[src/rtl/dmem_arbiter_pkg.sv]
// Shared constants for the data-memory arbiter and the data memory it fronts.
package dmem_arbiter_pkg;

    localparam int unsigned ADDR_W = 8;
    localparam int unsigned DATA_W = 8;

    localparam logic PORT_CPU = 1'b0;
    localparam logic PORT_LDR = 1'b1;

endpackage

[src/rtl/dmem_arbiter_rr_pick2.sv]
// Two-way round-robin selector: on a tie, the port that did not win last time is granted.
module rr_pick2
    import dmem_arbiter_pkg::*;
(
    input  logic req0,
    input  logic req1,
    input  logic lastGnt,
    output logic gnt0,
    output logic gnt1
);

    always_comb begin
        gnt0 = 1'b0;
        gnt1 = 1'b0;
        if (req0 && req1) begin
            gnt0 = (lastGnt == PORT_LDR);
            gnt1 = (lastGnt == PORT_CPU);
        end else begin
            gnt0 = req0;
            gnt1 = req1;
        end
    end

endmodule

[src/rtl/dmem_arbiter.sv]
// Shares the single-port data memory between the CPU (port 0) and the loader (port 1),
// with round-robin fairness, bounded loader bursts and tagged one-cycle read return.
module dmem_arbiter #(
    parameter int unsigned ADDR_W   = dmem_arbiter_pkg::ADDR_W,
    parameter int unsigned DATA_W   = dmem_arbiter_pkg::DATA_W,
    parameter int unsigned LOCK_MAX = 4
) (
    input  logic              clock,
    input  logic              reset,
    input  logic              req0,
    input  logic              we0,
    input  logic [ADDR_W-1:0] addr0,
    input  logic [DATA_W-1:0] wdata0,
    output logic              gnt0,
    output logic              rvalid0,
    output logic [DATA_W-1:0] rdata0,
    output logic              cpu_stall,
    input  logic              req1,
    input  logic              we1,
    input  logic [ADDR_W-1:0] addr1,
    input  logic [DATA_W-1:0] wdata1,
    input  logic              lock1,
    output logic              gnt1,
    output logic              rvalid1,
    output logic [DATA_W-1:0] rdata1,
    output logic [ADDR_W-1:0] mem_addr,
    output logic [DATA_W-1:0] mem_wdata,
    output logic              mem_we,
    output logic              mem_re,
    input  logic [DATA_W-1:0] mem_rdata
);

    import dmem_arbiter_pkg::*;

    localparam logic [3:0] LOCK_LIM = 4'(LOCK_MAX);

    logic       lastGnt;
    logic       prevGnt1;
    logic [3:0] burstCnt;
    logic       rdPend;
    logic       rdId;

    logic rrGnt0, rrGnt1;
    logic holdP1, yieldP0;
    logic selGnt0, selGnt1;
    logic selPort, selWe, anyGnt;

    rr_pick2 uPick (
        .req0    (req0),
        .req1    (req1),
        .lastGnt (lastGnt),
        .gnt0    (rrGnt0),
        .gnt1    (rrGnt1)
    );

    // Burst hold outranks the yield; both outrank plain round-robin.
    always_comb begin
        holdP1  = prevGnt1 & req1 & lock1 & (burstCnt < LOCK_LIM);
        yieldP0 = (burstCnt == LOCK_LIM) & req0;
        selGnt0 = rrGnt0;
        selGnt1 = rrGnt1;
        if (holdP1) begin
            selGnt0 = 1'b0;
            selGnt1 = 1'b1;
        end else if (yieldP0) begin
            selGnt0 = 1'b1;
            selGnt1 = 1'b0;
        end
    end

    always_comb begin
        gnt0      = selGnt0 & reset;
        gnt1      = selGnt1 & reset;
        anyGnt    = gnt0 | gnt1;
        selPort   = gnt1 ? PORT_LDR : PORT_CPU;
        selWe     = gnt1 ? we1 : we0;
        mem_addr  = gnt1 ? addr1 : addr0;
        mem_wdata = gnt1 ? wdata1 : wdata0;
        mem_we    = anyGnt & selWe;
        mem_re    = anyGnt & ~selWe;
        cpu_stall = req0 & ~gnt0 & reset;
    end

    always_ff @(posedge clock or negedge reset) begin
        if (!reset) begin
            lastGnt  <= PORT_LDR;
            prevGnt1 <= 1'b0;
            burstCnt <= '0;
            rdPend   <= 1'b0;
            rdId     <= PORT_CPU;
        end else begin
            if (anyGnt) begin
                lastGnt <= selPort;
            end
            prevGnt1 <= gnt1;
            if (gnt1 && lock1) begin
                if (burstCnt != LOCK_LIM) begin
                    burstCnt <= burstCnt + 4'd1;
                end
            end else begin
                burstCnt <= '0;
            end
            rdPend <= mem_re;
            rdId   <= selPort;
        end
    end

    assign rvalid0 = rdPend & (rdId == PORT_CPU);
    assign rvalid1 = rdPend & (rdId == PORT_LDR);
    assign rdata0  = mem_rdata;
    assign rdata1  = mem_rdata;

endmodule

[config.mk]
export PLATFORM = sky130hd
export DESIGN_NAME = dmem_arbiter
export DESIGN_NICKNAME = d
export VERILOG_FILES = /design/src/rtl/dmem_arbiter_pkg.sv /design/src/rtl/dmem_arbiter_rr_pick2.sv /design/src/rtl/dmem_arbiter.sv
export SDC_FILE = /design/constraint.sdc
export NUM_CORES = 1
export LEC_CHECK = 0
export BUFFER_PORTS_ARGS = -buffer_cell sky130_fd_sc_hd__buf_2
export CORE_UTILIZATION = 38
export CTS_CLUSTER_DIAMETER = 120
export DETAILED_ROUTE_END_ITERATION = 8
export GPL_ROUTABILITY_DRIVEN = 0
export PLACE_DENSITY = 0.85
export SLEW_MARGIN = 25
export SYNTH_ARGS = -nofsm -noshare
export SYNTH_HDL_FRONTEND = slang
export SYNTH_SLANG_ARGS = --single-unit
[constraint.sdc]
create_clock -name clock -period 4.3 [get_ports clock]
set_clock_uncertainty 0.05 [all_clocks]
set_input_delay 0.86 -clock clock [delete_from_list [all_inputs] [get_ports clock]]
set_output_delay 0.86 -clock clock [all_outputs]
set_load 0.01 [all_outputs]
# [Word-level counts from Yosys, hierarchy flattened]
# Cells that the tools add are included.
[op_classes] addsub=1 order_cmp=1 n_eq_ne=3 muxes=12 bitwise=17 reduce_logical=2
[op_table] cell="$mux 8" count=2
[op_table] cell="$and 1x1->1" count=12
[op_table] cell="$mux 1" count=8
[op_table] cell="$mux 4" count=2
[op_table] cell="$add 4x1->4 const B" count=1
[op_table] cell="$eq 4x3->1 const B" count=1
[op_table] cell="$lt 4x3->1 const B" count=1
[op_table] cell="$ne 4x3->1 const B" count=1
[op_table] cell="$not 1->1" count=4
[op_table] cell="$logic_and 1x1->1" count=2
[op_table] cell="$ne 2x1->1 const B" count=1
[op_table] cell="$or 1x1->1" count=1
[word_totals] regBits=8 inputBits=47 output_inout_bits=39 word_cells=41

# [Logic depth before layout (Yosys ltp)]
# Gate-level depths: netlist of the first run.
[logic_depth] word_depth=8 depth_mapped=6 mapped_depth_nobuf=5

# [Hierarchy]
# From an unflattened synthesis of the first run, not the netlist that was laid out.
[unflattened] hier_cells=79 area_unflattened_um2=819.5
[modules_own_cells] mod="dmem_arbiter" n_inst=1 cells_each=76 area_each_um2=800.8 seq_area_each_um2=176.4
[modules_own_cells] mod="rr_pick2" n_inst=1 cells_each=3 area_each_um2=18.8 seq_area_each_um2=0.0

# [Worst setup path after synthesis of the first run]
# OpenSTA, ideal clock, no wires.
[synth_timing] path_type="in2out" startpoint="input reset" endpoint="output mem_addr[1]" arrival_ns=1.705 t_required_ns=3.390 slack_ns=1.685 stages=5 path_buffers=2 path_cell_list="and2_1 buf_2 buf_1 nand2_1 o22ai_1"
[synth_via] elab_chain_cells=2
[synth_rtl] element="start: declaration" line="dmem_arbiter.sv:9" rtl="input logic reset,"
[synth_rtl] element="$and 1x1->1" line="dmem_arbiter.sv:73" rtl="gnt1 = selGnt1 & reset;"
[synth_rtl] element="$mux 8" line="dmem_arbiter.sv:77" rtl="mem_addr = gnt1 ? addr1 : addr0;"
[synth_rtl] element="end: declaration" line="dmem_arbiter.sv:26" rtl="output logic [ADDR_W-1:0] mem_addr,"
# No other way between the ends.

# [Final worst setup path of the first run]
[layout_timing] startpoint="register burstCnt[0]" endpoint="output mem_re"
[layout_via] elab_chain_cells=8 word_cells_on_any_way=14 cone_classes="order compare (1); eq/ne (1); mux (5); bitwise (7)"
[layout_rtl] element="start: declaration" line="dmem_arbiter.sv:39" rtl="logic [3:0] burstCnt;"
[layout_rtl] element="start signal: assignment" line="dmem_arbiter.sv:98" rtl="burstCnt <= burstCnt + 4'd1;"
[layout_rtl] element="parallel branches: the longest is 7 deep, another holds $lt 4x3->1"
[layout_rtl] element="$and 1x1->1 (*)" line="dmem_arbiter.sv:80" rtl="mem_re = anyGnt & ~selWe;"
[layout_rtl] element="end: declaration" line="dmem_arbiter.sv:29" rtl="output logic mem_re,"
# Mark *: on every way between the ends.

==> results.py, run 1 <==
metrics = {
    "clock_network": {
        "cts_tree": "built",
        "cts.sinks": 7,
        "insertion_delay_ns": 0.24,
        "ctsResizeCount": 0,
        "htreeDepth": 1,
        "cts-buffers-inserted": 3,
        "post-cts-setup-buffers": 0,
        "cts_hold_buf": 0,
        "clkTransAtPathRegs_ns": 0.05,
        "cts-root-buf": "clkbuf_4",
        "clockBufferDepth": 2,
    },
    "worst_setup_path": {
        "crit_buf_inv": 2,
        "cp_slowest_cell": "o211a_1",
        "rr_worst_depth": 5,
        "worstPathArrival_ns": 2.57,
        "start_kind": "register",
        "cp_max_fo": 24,
        "reg2reg_slack_ns": 1.94,
        "crit_required_ns": 3.39,
        "cp_cell_sequence": "inv_1 > ha_1 > and3b_1 > o211a_1 > o22ai_1 > buf_2",
        "path_depth": 6,
        "startpoint": "burstCnt[0]$_DFFE_PN0P_",
        "worstReg2RegEnd": "rdPend$_DFF_PN0_",
        "end_kind": "output pin",
        "crit_type": "register to output pin",
        "cpPeakStageDelay_ns": 0.68,
        "critPathTopFamily": "compound AO/OA/AOI/OAI gates",
        "r2r-start": "burstCnt[0]$_DFFE_PN0P_",
        "endpoint": "mem_re",
    },
    "global_routing": {
        "grtUsageTotal_pct": 19.8,
        "grt_pass1_wl_mm": 3.77,
        "grt_max_degree": 25,
        "grtUsageMet2_pct": 37.7,
        "use_met3_pct": 1.85,
        "met1_usage_pct": 20.8,
        "top_usage_layer": "met2",
        "grt_pass1_vias": 922,
        "grt_overflow_total": 0,
        "antenna_found_initial": 0,
    },
    "sta": {
        "setup_violations": 0,
        "relSlewSlack_pct": 52.6,
        "holdWs_ns": 0.415,
        "timing.final.crit_share_pct": 81.0,
        "hold_viol_final": 0,
        "rsz0062_at_grt": "no",
        "min_period_ns": 3.48,
        "finalSetupTns_ns": 0,
        "tightest_slew_ns": 0.712,
        "fmax_mhz": 287,
        "finalMaxSlewViolations": 0,
    },
    "synthesis": {
        "ys_ff_latch": 7,
        "synthXorXnorAreaFrac_pct": 1.02,
        "syn-num-nets": 169,
        "async_flop_share_pct": 100,
        "synth-compound-area-share_pct": 29.4,
        "syn_area_per_cell_sq_um": 7.13,
        "synth-warning-count": 0,
        "synth_top_family_by_area": "compound AO/OA/AOI/OAI gates",
        "synth_edf_count": 0,
        "yosysTopAreaCell": "dfrtp_1",
        "yosys-top-cells-count": "nand2_1, o21ai_0, o22ai_1, buf_4, dfrtp_1",
        "synthAdderAreaFrac_pct": 2.92,
        "synth.most_common_cell": "nand2_1",
        "yosys-top-cells-area": "dfrtp_1, buf_4, o22ai_1",
        "synth_top_area_share_pct": 17.5,
        "synthSimpleGateAreaFrac_pct": 23.0,
        "synth_area_sq_um": 856,
        "ys.flop_type": "dfrtp_1",
        "netlist-cell-type-count": 32,
        "ys_seq_area_share_pct": 20.6,
        "syn_inst": 120,
        "synth_mux_area_share_pct": 2.34,
    },
    "placement": {
        "portBuffers": 61,
        "hpwl_mm": 1.80,
        "dp_cells": 184,
    },
    "floorplan": {
        "io_pins": 86,
        "start_util_pct": 41.9,
        "fp.dieH_um": 49.5,
        "die-area_sq_mm": 0.00245,
        "core_area_sq_mm": 0.00204,
        "rows": 16,
        "die_w_um": 49.5,
    },
    "power_and_ir_drop": {
        "p_switching_mw": 0.0773,
        "switching_share_pct": 34.4,
        "clkPwrFrac_pct": 25.4,
        "seqPwrFrac_pct": 32.9,
        "power.leakage_nw": 0.540,
        "ir_drop_mv": 0.135,
        "p_comb_share_pct": 41.8,
        "p_int_mw": 0.147,
        "power.total_mw": 0.225,
        "powerDensity_mw_per_mm2": 212,
    },
    "drt": {
        "route.detailed.drc": 0,
        "wl_per_cell_um": 12.7,
        "ant_nets": 0,
        "drt-initial-drc-count": 29,
        "drt_first_pass_iters": 4,
        "drt_wl_total_mm": 2.39,
        "num_vias": 997,
        "vias_per_cell": 5.30,
    },
    "min_path": {
        "hp-class": "input pin to async pin",
    },
    "finish": {
        "diodes": 0,
        "layout-drive-gt1-share_pct": 42.9,
        "area_growth_pct": 23.7,
        "fillers": 205,
        "final_cells": 188,
        "num-nets-final": 211,
    },
    "status": {
        "status": "finished clean",
    },
    "run": {
        "maxCapViolCount": 0,
    },
}
[power groups by stage]
stage | clock network [mW] | registers [mW] | logic (mW)
global placement | 0 | 0.0743 | 0.0910
detailed placement | 0 | 0.0747 | 0.0935
global route | 0.0610 | 0.0741 | 0.104
finish | 0.0570 | 0.0738 | 0.0938
floorplan | 0 | 0.0736 | 0.0677
CTS | 0.0591 | 0.0737 | 0.0937
[logic make-up (layout without fill, tap and decap cells)]
group	after synthesis	in the layout
simple gates	39	39
compound gates	41	41
buf+inv	28	69
mux	2	2
xor+xnor	1	1
flops	7	7
fa+ha+maj	2	2
[how the worst min path moves through the flow]
stage	to	cells past startpoint
2_1_floorplan	lastGnt$_DFFE_PN1P_	2
3_3_place_gp	lastGnt$_DFFE_PN1P_	2
3_5_place_dp	lastGnt$_DFFE_PN1P_	2
4_1_cts	rdPend$_DFF_PN0_	1
5_1_grt	rdPend$_DFF_PN0_	1
6_report	rdPend$_DFF_PN0_	1
[placed cells by master (no fill, tap or decap)]
cell type / Yosys / layout
buf_2: 4 / 61
nand2_1: 21 / 21
o21ai_0: 18 / 18
o22ai_1: 18 / 18
dfrtp_1: 6 / 6
inv_1: 4 / 4
nor2_1: 3 / 3
clkbuf_4: 0 / 3
and2_1: 2 / 2
nand3_1: 2 / 2
mux2i_1: 2 / 2
nor4_1: 2 / 2
ha_1: 2 / 2
and3b_1: 1 / 1
nand4bb_1: 1 / 1
o211a_1: 1 / 1
a21oi_2: 1 / 1
nand3b_1: 1 / 1
a211oi_1: 1 / 1
or2_2: 1 / 1
nand2b_1: 1 / 1
nor3b_1: 1 / 1
nor2b_1: 1 / 1
and4bb_2: 1 / 1
a311o_1: 1 / 1
a211oi_2: 1 / 1
xor2_1: 1 / 1
nor3_1: 1 / 1
clkbuf_1: 2 / 1
dfstp_2: 1 / 1
[sequential cells by signal, indices dropped and copies added, names as in the netlist]
register,count
burstCnt,4
lastGnt,1
prevGnt1,1
rdPend,1
[stage by stage]
stage	instance area [sq um]	setup WS, ns	util, %
6_report	1060	0.819	51.8
5_1_grt	1060	0.583	51.8
4_1_cts	1060	0.832	51.8
3_5_place_dp	1030	1.08	50.6
3_3_place_gp	1030	1.20	50.6
2_1_floorplan	856	1.68	-
[worst register-to-register path, delay by kind of cell, from the launching register on]
family / cells / cell delay (ns)
adder cells (fa/ha/maj): 1 / 0.18
buffers and inverters: 1 / 0.07
AO/OA/AOI/OAI: 2 / 0.88
flip-flops: 1 / 0.42
AND/OR/NAND/NOR: 1 / 0.59
[routing by layer]
metal  wire, um  vias to the layer above
met5          0                        -
met4         46                        0
met3        178                        7
met2       1210                       56
met1        956                      437
li1           -                      497
[area by class of cell]
class	instances	area, sq um	area share [%]
sequential	7	176	16.7
multi-input combinational	85	502	47.4
inverter	4	15.0	1.42
tap	27	33.8	3.19
clock buffer	4	26.3	2.48
timing repair buffer	61	305	28.8
(Power assumes the default switching activity.)
==> inputs of run 2 (changes only) <==
CORE_UTILIZATION = 32   (was 38)
PLACE_DENSITY = 0.76   (was 0.85)
clock period = 3 ns   (was 4.3 ns; I/O delays follow)
==> results.py, run 2 (same netlist as run 1, synthesis figures left out) <==
metrics = {
    "clock_network": {
        "htreeDepth": 1,
        "cts_tree": "built",
        "cts-root-buf": "clkbuf_4",
        "insertion_delay_ns": 0.24,
        "ctsResizeCount": 0,
        "cts_hold_buf": 0,
        "cts-buffers-inserted": 3,
        "cts.sinks": 7,
        "clkTransAtPathRegs_ns": 0.05,
        "post-cts-setup-buffers": 0,
        "clockBufferDepth": 2,
    },
    "status": {
        "status": "finished clean",
    },
    "floorplan": {
        "core_area_sq_mm": 0.00250,
        "rows": 18,
        "start_util_pct": 34.2,
        "die-area_sq_mm": 0.00289,
        "fp.dieH_um": 53.7,
        "io_pins": 86,
        "die_w_um": 53.7,
    },
    "global_routing": {
        "antenna_found_initial": 0,
        "top_usage_layer": "met2",
        "grt_overflow_total": 0,
        "use_met3_pct": 1.69,
        "grtUsageTotal_pct": 17.3,
        "grt_pass1_wl_mm": 3.63,
        "met1_usage_pct": 21.7,
        "grt_pass1_vias": 830,
        "grtUsageMet2_pct": 28.8,
        "grt_max_degree": 25,
    },
    "power_and_ir_drop": {
        "ir_drop_mv": 0.184,
        "powerDensity_mw_per_mm2": 300,
        "power.total_mw": 0.327,
        "power.leakage_nw": 0.552,
    },
    "sta": {
        "min_period_ns": 2.77,
        "timing.final.crit_share_pct": 92.4,
        "hold_viol_final": 0,
        "fin_ws_ns": 0.229,
        "rsz0062_at_grt": "no",
        "relSlewSlack_pct": 68.4,
        "finalMaxSlewViolations": 0,
        "tightest_slew_ns": 0.472,
        "fmax_mhz": 361,
        "holdWs_ns": 0.163,
        "finalSetupTns_ns": 0,
        "setup_violations": 0,
    },
    "finish": {
        "area_growth_pct": 27.6,
        "layout-drive-gt1-share_pct": 44.8,
        "fillers": 272,
        "num-nets-final": 215,
        "utilization_pct": 43.7,
        "diodes": 0,
        "regMostFlops": "burstCnt",
        "final_cell_mix": "buf_2, nand2_1, o21ai_0, o22ai_1, dfrtp_1",
        "largest_register_ffs": 4,
        "final_common_cell": "buf_2",
    },
    "drt": {
        "drt_wl_total_mm": 2.39,
        "num_vias": 1030,
        "ant_nets": 0,
        "drt-initial-drc-count": 22,
        "drt_first_pass_iters": 4,
        "vias_per_cell": 5.28,
        "route.detailed.drc": 0,
        "wl_per_cell_um": 12.2,
    },
    "placement": {
        "dpl_worst_slack_ns": 0.354,
        "portBuffers": 61,
        "hpwl_mm": 1.82,
    },
    "worst_setup_path": {
        "cpPeakStageDelay_ns": 0.53,
        "crit_required_ns": 2.35,
        "worstPathArrival_ns": 2.12,
        "crit_buf_inv": 2,
        "cp_max_fo": 24,
        "cp_slowest_cell": "o211a_2",
        "cp_cell_sequence": "inv_1 > ha_1 > and3b_1 > o211a_2 > o22ai_1 > buf_2",
        "start_kind": "register",
        "end_kind": "output pin",
        "crit_type": "register to output pin",
        "critPathTopFamily": "compound AO/OA/AOI/OAI gates",
    },
    "min_path": {
        "hp-class": "input pin to async pin",
    },
    "run": {
        "maxCapViolCount": 0,
    },
}
run 2: cell count changes in the layout (fill, tap and decap cells not counted), sizes merged:
cell,previous run,this run
buf,61,65
run 2: path summary, 6_finish.rpt:
check	start	to	slack, ns	cells after the start
max in group asynchronous	reset	lastGnt$_DFFE_PN1P_	2.48	1
min	reset	rdPend$_DFF_PN0_	0.16	1
max	burstCnt[0]$_DFFE_PN0P_	mem_addr[4]	0.23	6
max reg2reg	burstCnt[0]$_DFFE_PN0P_	rdPend$_DFF_PN0_	1.12	5
min in group clock	lastGnt$_DFFE_PN1P_	lastGnt$_DFFE_PN1P_	0.49	2
min reg2reg	lastGnt$_DFFE_PN1P_	lastGnt$_DFFE_PN1P_	0.49	2
run 2: layer usage:
metal | wire length, um | share of wire (%)
met1 | 989 | 41
met2 | 1160 | 48
met3 | 206 | 8.6
met4 | 34 | 1.4
met5 | 0 | 0
run 2: per-stage QoR:
step                cells  instance area [sq um]
floorplan             120                    856
CTS                   195                   1090
detailed placement    191                   1070
finish                195                   1090
global placement      191                   1070
global route          195                   1090
run 2: where the power goes:
part	internal [mW]	leakage, nW	switching [mW]
clock	0.0507	0.0150	0.0339
combinational	0.0625	0.444	0.0745
sequential	0.101	0.0924	0.00491
total	0.214	0.552	0.113
run 2: layout make-up:
cell class | count | area [sq um] | area share [%]
multi-input cells | 85 | 502 | 45.9
repair buffers | 65 | 335 | 30.7
flip-flops and latches | 7 | 176 | 16.2
clock buffers | 4 | 26.3 | 2.41
well taps | 30 | 37.5 | 3.44
inverters | 4 | 15.0 | 1.37
